--- src/rtl/wb_port_arbiter.sv ---
// Register-file write-port arbiter between the W stage and a multi-cycle (mul/div) unit.
// A one-entry buffer absorbs port conflicts; a bounded wait forces a W-stage stall to drain it.
module wb_port_arbiter #(
    parameter int STARVE_LIMIT = 4
) (
    input  logic        clk,
    input  logic        rst_n,
    input  logic        reg_we_W,
    input  logic [4:0]  rd_W,
    input  logic [31:0] final_result,
    input  logic        md_valid,
    input  logic [4:0]  md_rd,
    input  logic [31:0] md_result,
    output logic        md_ready,
    output logic        rf_we,
    output logic [4:0]  rf_rd,
    output logic [31:0] rf_wd,
    output logic        stall_req,
    output logic        superseded
);

    typedef enum logic [1:0] {
        IDLE  = 2'd0,
        HELD  = 2'd1,
        FORCE = 2'd2
    } state_t;

    localparam logic [3:0] LIMIT = 4'(STARVE_LIMIT);

    state_t      state_q, state_d;
    logic [3:0]  cnt_q, cnt_d;
    logic [4:0]  buf_rd_q, buf_rd_d;
    logic [31:0] buf_wd_q, buf_wd_d;
    logic        stall_req_q;
    logic        pw;
    logic        mw;
    logic        same_rd;

    assign pw        = reg_we_W && (rd_W != 5'd0);
    assign md_ready  = rst_n && (state_q == IDLE);
    assign mw        = md_valid && md_ready && (md_rd != 5'd0);
    assign same_rd   = (rd_W == buf_rd_q);
    assign stall_req = stall_req_q;

    always_ff @(posedge clk) begin
        if (!rst_n) begin
            state_q     <= IDLE;
            cnt_q       <= 4'd0;
            buf_rd_q    <= 5'd0;
            buf_wd_q    <= 32'd0;
            stall_req_q <= 1'b0;
        end else begin
            state_q     <= state_d;
            cnt_q       <= cnt_d;
            buf_rd_q    <= buf_rd_d;
            buf_wd_q    <= buf_wd_d;
            stall_req_q <= (state_d == FORCE);
        end
    end

    always_comb begin
        state_d  = state_q;
        cnt_d    = cnt_q;
        buf_rd_d = buf_rd_q;
        buf_wd_d = buf_wd_q;
        case (state_q)
            IDLE: begin
                if (pw && mw) begin
                    buf_rd_d = md_rd;
                    buf_wd_d = md_result;
                    cnt_d    = 4'd1;
                    state_d  = (LIMIT == 4'd1) ? FORCE : HELD;
                end
            end
            HELD: begin
                if (!pw || same_rd) begin
                    cnt_d   = 4'd0;
                    state_d = IDLE;
                end else begin
                    // Each cycle the pipeline wins the port, the buffered result ages by one.
                    cnt_d = cnt_q + 4'd1;
                    if (cnt_q + 4'd1 == LIMIT) begin
                        state_d = FORCE;
                    end
                end
            end
            FORCE: begin
                cnt_d   = 4'd0;
                state_d = IDLE;
            end
            default: begin
                cnt_d   = 4'd0;
                state_d = IDLE;
            end
        endcase
    end

    always_comb begin
        rf_we      = 1'b0;
        rf_rd      = 5'd0;
        rf_wd      = 32'd0;
        superseded = 1'b0;
        if (rst_n) begin
            case (state_q)
                IDLE: begin
                    if (pw) begin
                        rf_we = 1'b1;
                        rf_rd = rd_W;
                        rf_wd = final_result;
                    end else if (mw) begin
                        rf_we = 1'b1;
                        rf_rd = md_rd;
                        rf_wd = md_result;
                    end
                end
                HELD: begin
                    rf_we = 1'b1;
                    if (pw) begin
                        rf_rd      = rd_W;
                        rf_wd      = final_result;
                        superseded = same_rd;
                    end else begin
                        rf_rd = buf_rd_q;
                        rf_wd = buf_wd_q;
                    end
                end
                FORCE: begin
                    // W stage is being held; its write is replayed next cycle.
                    rf_we = 1'b1;
                    rf_rd = buf_rd_q;
                    rf_wd = buf_wd_q;
                end
                default: begin
                    rf_we = 1'b0;
                end
            endcase
        end
    end

endmodule

--- config.mk ---
export PLATFORM = sky130hd
export DESIGN_NAME = wb_port_arbiter
export DESIGN_NICKNAME = d
export VERILOG_FILES = /design/src/rtl/wb_port_arbiter.sv
export SDC_FILE = /design/constraint.sdc
export NUM_CORES = 1
export LEC_CHECK = 0
export CAP_MARGIN = 20
export CELL_PAD_IN_SITES_DETAIL_PLACEMENT = 0
export CELL_PAD_IN_SITES_GLOBAL_PLACEMENT = 1
export CORE_MARGIN = 2
export CORE_UTILIZATION = 32
export CTS_BUF_LIST = sky130_fd_sc_hd__clkbuf_4
export DETAILED_ROUTE_END_ITERATION = 10
export PLACE_DENSITY = 0.88
export RECOVER_POWER = 50
export SYNTH_ARGS = -nofsm -noshare
export SYNTH_HDL_FRONTEND = slang
export SYNTH_SLANG_ARGS = --single-unit
--- constraint.sdc ---
create_clock -name clk -period 3.98 [get_ports clk]
set_input_delay 0.597 -clock clk [delete_from_list [all_inputs] [get_ports clk]]
set_output_delay 0.597 -clock clk [all_outputs]
set_load 0.05 [all_outputs]
==> After elaboration in Yosys (flattened, before gate mapping) <==
Index checks and enable logic that the tools add are counted.
{ "word_totals": {"n_memories": 0, "latch_bits": 0, "word_cells": 48, "ramBits": 0, "regBits": 44, "in_bits": 78, "output_inout_bits": 41, "rom_bits": 0} }
{ "op_classes": {"n_div": 0, "n_reduce_logical": 12, "mul": 0, "n_lt_le_gt_ge": 0, "n_bitwise": 0, "mux": 24, "addsub": 1, "n_shift": 0, "n_eq_ne": 6} }
{ "ops": {"columns": ["operator", "count"], "rows": [
  ["$mux 32", 4],
  ["$pmux 32 s3", 1],
  ["$mux 5", 4],
  ["$pmux 5 s3", 1],
  ["$reduce_bool 5->1", 2],
  ["$mux 4", 2],
  ["$pmux 4 s2", 1],
  ["$mux 1", 6],
  ["$mux 2", 3],
  ["$eq 5x5->1", 1],
  ["$logic_and 1x1->1", 5],
  ["$add 4x1->4 const B", 1],
  ["$eq 2x2->1 const B", 2],
  ["$eq 4x3->1 const B", 1],
  ["$pmux 2 s2", 1],
  ["$eq 2x1->1 const B", 1],
  ["$logic_not 2->1", 1],
  ["$ne 2x1->1 const B", 1],
  ["$pmux 1 s2", 1],
  ["$reduce_and 2->1", 1],
  ["$reduce_or 2->1", 1],
  ["$logic_not 1->1", 1],
  ["$logic_or 1x1->1", 1]
]} }

==> Depth between registers and ports, before layout <==
{ "depth": {"ltp_word": 8, "depth_mapped": 9, "ltp_nobuf": 7} }

==> Worst setup path after synthesis <==
No wires, ideal clock.
{ "synth_path": {"kind": "in2out", "startpoint": "in rd_W[1]", "endpoint": "out rf_rd[3]", "path_buffers": 1, "path_stages": 6, "required_time_ns": 3.383, "arrival_time_ns": 2.493, "path_slack_ns": 0.890, "cell_sequence": "or4_1 -> o21ai_2 -> buf_4 -> a21oi_1 -> nand2b_1 -> a31oi_1"} }
{ "synth_between": {"elab_chain_len": 5, "word_cells_on_any_way": 6, "classes_between": "mux (4); reduce/logical (2)"} }
{ "synth_lines": {"columns": ["item", "line_no", "text"], "rows": [
  ["start: declaration", "9", "input logic [4:0] rd_W,"],
  ["$reduce_bool 5->1 *", "39", "assign pw = reg_we_W && (rd_W != 5'd0);"],
  ["$logic_and 1x1->1 *", "39", null],
  ["$mux 5 (on tied branches)", "118, 106", null],
  ["$pmux 5 s3 *", "104", "case (state_q)"],
  ["$mux 5 *", "103", "if (rst_n) begin"],
  ["end: declaration", "16", "output logic [4:0] rf_rd,"]
]} }
Every way passes the cells marked *; elsewhere a longest branch is shown, timed or not.

==> Worst setup path in the final report <==
{ "layout_path": {"startpoint": "in rd_W[1]", "endpoint": "out rf_we"} }
{ "layout_between": {"elab_chain_len": 5} }
{ "layout_lines": {"columns": ["item", "line_no", "text"], "rows": [
  ["$reduce_bool 5->1", "39", null],
  ["$logic_and 1x1->1", "39", null],
  ["$mux 1", "106", "if (pw) begin"],
  ["$pmux 1 s2", "104", null],
  ["$mux 1", "103", null],
  ["end: declaration", "15", "output logic rf_we,"]
]} }
No other way between the ends.

==> results.md <==
* Main flop type after synthesis: dfxtp_1
* Largest net degree at the start of global routing at 42
* Footprint of the multi-input gates at 0.001550 mm²
* Max cap viols at 0
* Slew Limit Fails at 0
* Crit path kind: primary input to primary output
* Final setup fails at 0
* Setup ws final at 0.2743 ns
* Placer Congestion at 0.8055
* PD cells at 256.0 mW/mm²
* Count of final hold-check violations at 0
* GRT Total Usage at 18.09%
* Ranking of synthesized cells by area: dfxtp_1 (34%), nand2_1 (12%), a22o_1 (12%)
* Vias in the first global route at 2619
* Dpl ws at 0.2963 ns
* Crit end category: primary output
* Number of core rows at 32
* Hold-fix buffers, CTS at 0
* Number of synthesized flops with an enable pin at 0
* Register Area at 880.8 µm²
* CP Launch Type: primary input
* RSZ-0062 raised after global routing: false
* Clk Latency, worst-skew pair at 0.35 ns
* P_leak at 1.831 nW
* Area grow syn2layout at 65.36%
* Die Footprint at 0.008805 mm²
* Post-Syn Area at 0.002582 mm²
* First-pass GRT wire length at 12860 µm
* HPWL after detailed placement at 5737 µm
* First DRT Iteration DRCs at 108
* Die X at 93.84 µm
* I/O Buffers at 118
* Count leader, synth: nand2_1
* Synth top area share at 34.11%
* Total CTS buffers at 5
* Clock tree sinks at 44
* Final period util at 93.11%
* Top cells by count, synth: nand2_1 (84), dfxtp_1 (44), a21oi_1 (41)
* CTS tree: built
* Setup TNS at 0 ns
* Hold WC Path Type: flop to flop
* Share of cells above drive strength 1 at 13.41%
* Worst EP arrival at 3.11 ns
* Root buffer cell: clkbuf_4
* VDD IR max at 0.1227 mV
* Vias at 2830
* Min Tclk post-route at 3.706 ns
* Total gr overflow at 0
* FMAX at 269.9 MHz
* Post-synthesis register bit count at 44
* DR DRC count at 0
* Clock buffer depth at 2
* Initial antenna violation count at 0
* Netlist cell types at 38
* N_diodes at 0
* Final Core Density at 54.98%
* Area leader, netlist: dfxtp_1
* CP required at 3.38 ns
* Post-CTS setup buffers at 0
* Detail Route Antenna Nets at 0
* Fillers at 737
* PostCTS Resize Cnt at 0
* Max H-tree Level at 2
* Fin nets at 523
* Mapped Nets at 412
* Synth warn at 0
* Critical Path Fanout Max at 12
* Area of the core at 0.007767 mm²
* Outcome: completed
* Routed wire length per instance at 14.93 µm
* Syn Inst Count at 328
* DRT Pass-1 Iters at 4
* Post-Route WL at 8092 µm
* Clock slew at reported path FFs at 0.12 ns
* Via density at 5.221
* Tightest Pin Transition at 1.102 ns
* Height of the die at 93.84 µm
* Synthesized area per cell at 7.873 µm²
* Post-synth ARST share at 0%
* Post-Route Skew at 0.007007 ns
* Initial core utilization at 33.25%
* Ports at 119
* Rel. slew slack at 26.50%
* Sequential fraction of the synthesis area at 34.11%
==> report_power, final <==
group	switching, W	internal [W]	total [W]
Clock	0.000150	0.0000743	0.000224
Combinational	0.000202	0.000204	0.000406
Sequential	0.00000865	0.000454	0.000463
Total	0.000360	0.000733	0.00109
==> layer usage <==
metal / track usage, % / routed length (µm) / part of all wire, % / up-vias
met5: 0 / 0 / 0 / -
met4: 4.106 / 93 / 1.1 / 0
met3: 5.217 / 530 / 6.5 / 10
met2: 30.95 / 3887 / 48 / 80
met1: 22.45 / 3580 / 44 / 1345
li1: - / - / - / 1395
==> per-stage QoR <==
| step | instances | hold slack [ns] | power, W | instance area [µm²] |
|---|---|---|---|---|
| 2_1_floorplan | 328 | 0.4369 | 0.0006625 | 2582 |
| 3_5_place_dp | 533 | 0.4492 | 0.0008799 | 4214 |
| 6_report | 542 | 0.4644 | 0.001093 | 4270 |
| 5_1_grt | 542 | 0.4881 | 0.001143 | 4270 |
| 4_1_cts | 541 | 0.4682 | 0.001106 | 4270 |
| 3_3_place_gp | 533 | 0.4426 | 0.0008761 | 4214 |
==> kinds of logic after synthesis <==
logic type               share of synthesized area [%]
XOR/XNOR                                         1.696
flip-flops                                       34.11
adder cells (fa/ha/maj)                          2.907
AO/OA/AOI/OAI                                    34.50
buffers and inverters                            6.250
AND/OR/NAND/NOR                                  20.54
==> cells in the final DEF (no fill, tap or decap), drive strengths merged, types with 2 or more instances in the layout <==
cell type / count
a22o: 34
or4: 2
dfxtp: 44
ha: 6
nor3: 3
nand4: 3
a21oi: 41
clkbuf: 9
buf: 46
o211ai: 4
a21o: 34
o21ai: 2
and3: 2
nor2: 9
clkdlybuf4s50: 79
o31ai: 3
or3: 3
inv: 5
a31oi: 2
a221o: 2
xor2: 5
nand2: 84
nand2b: 2
==> critical path, stage by stage <==
cell             delay [ns]
clkdlybuf4s50_1        0.47
or4_1                  0.56
o21ai_2                0.42
nand2_1                0.12
a21oi_1                0.17
nor2_1                 0.06
clkdlybuf4s50_1        0.71
==> cell type report <==
type                    count  area share (%)
clock buffers               6           1.055
multi-input cells         254           36.30
flip-flops and latches     44           20.63
well taps                 102           2.989
repair buffers            129           38.32
clock inverters             2          0.2637
inverters                   5          0.4395
==> final timing paths <==
| path | from | endpoint | slack [ns] | cells past startpoint |
|---|---|---|---|---|
| worst max-delay path | rd_W[1] | rf_we | 0.27 | 7 |
| worst min-delay path | buf_wd_q[12] | buf_wd_q[12] | 0.46 | 2 |
| worst max register to register | state_q[0] | buf_wd_q[16] | 1.42 | 7 |
| worst min register to register | buf_wd_q[12] | buf_wd_q[12] | 0.46 | 2 |
==> sequential cells by signal (all words and copies together), names as in the netlist <==
register,flops
cnt_q,4
buf_rd_q,5
state_q,2
stall_req,1
buf_wd_q,32
(Power assumes the default switching activity.)
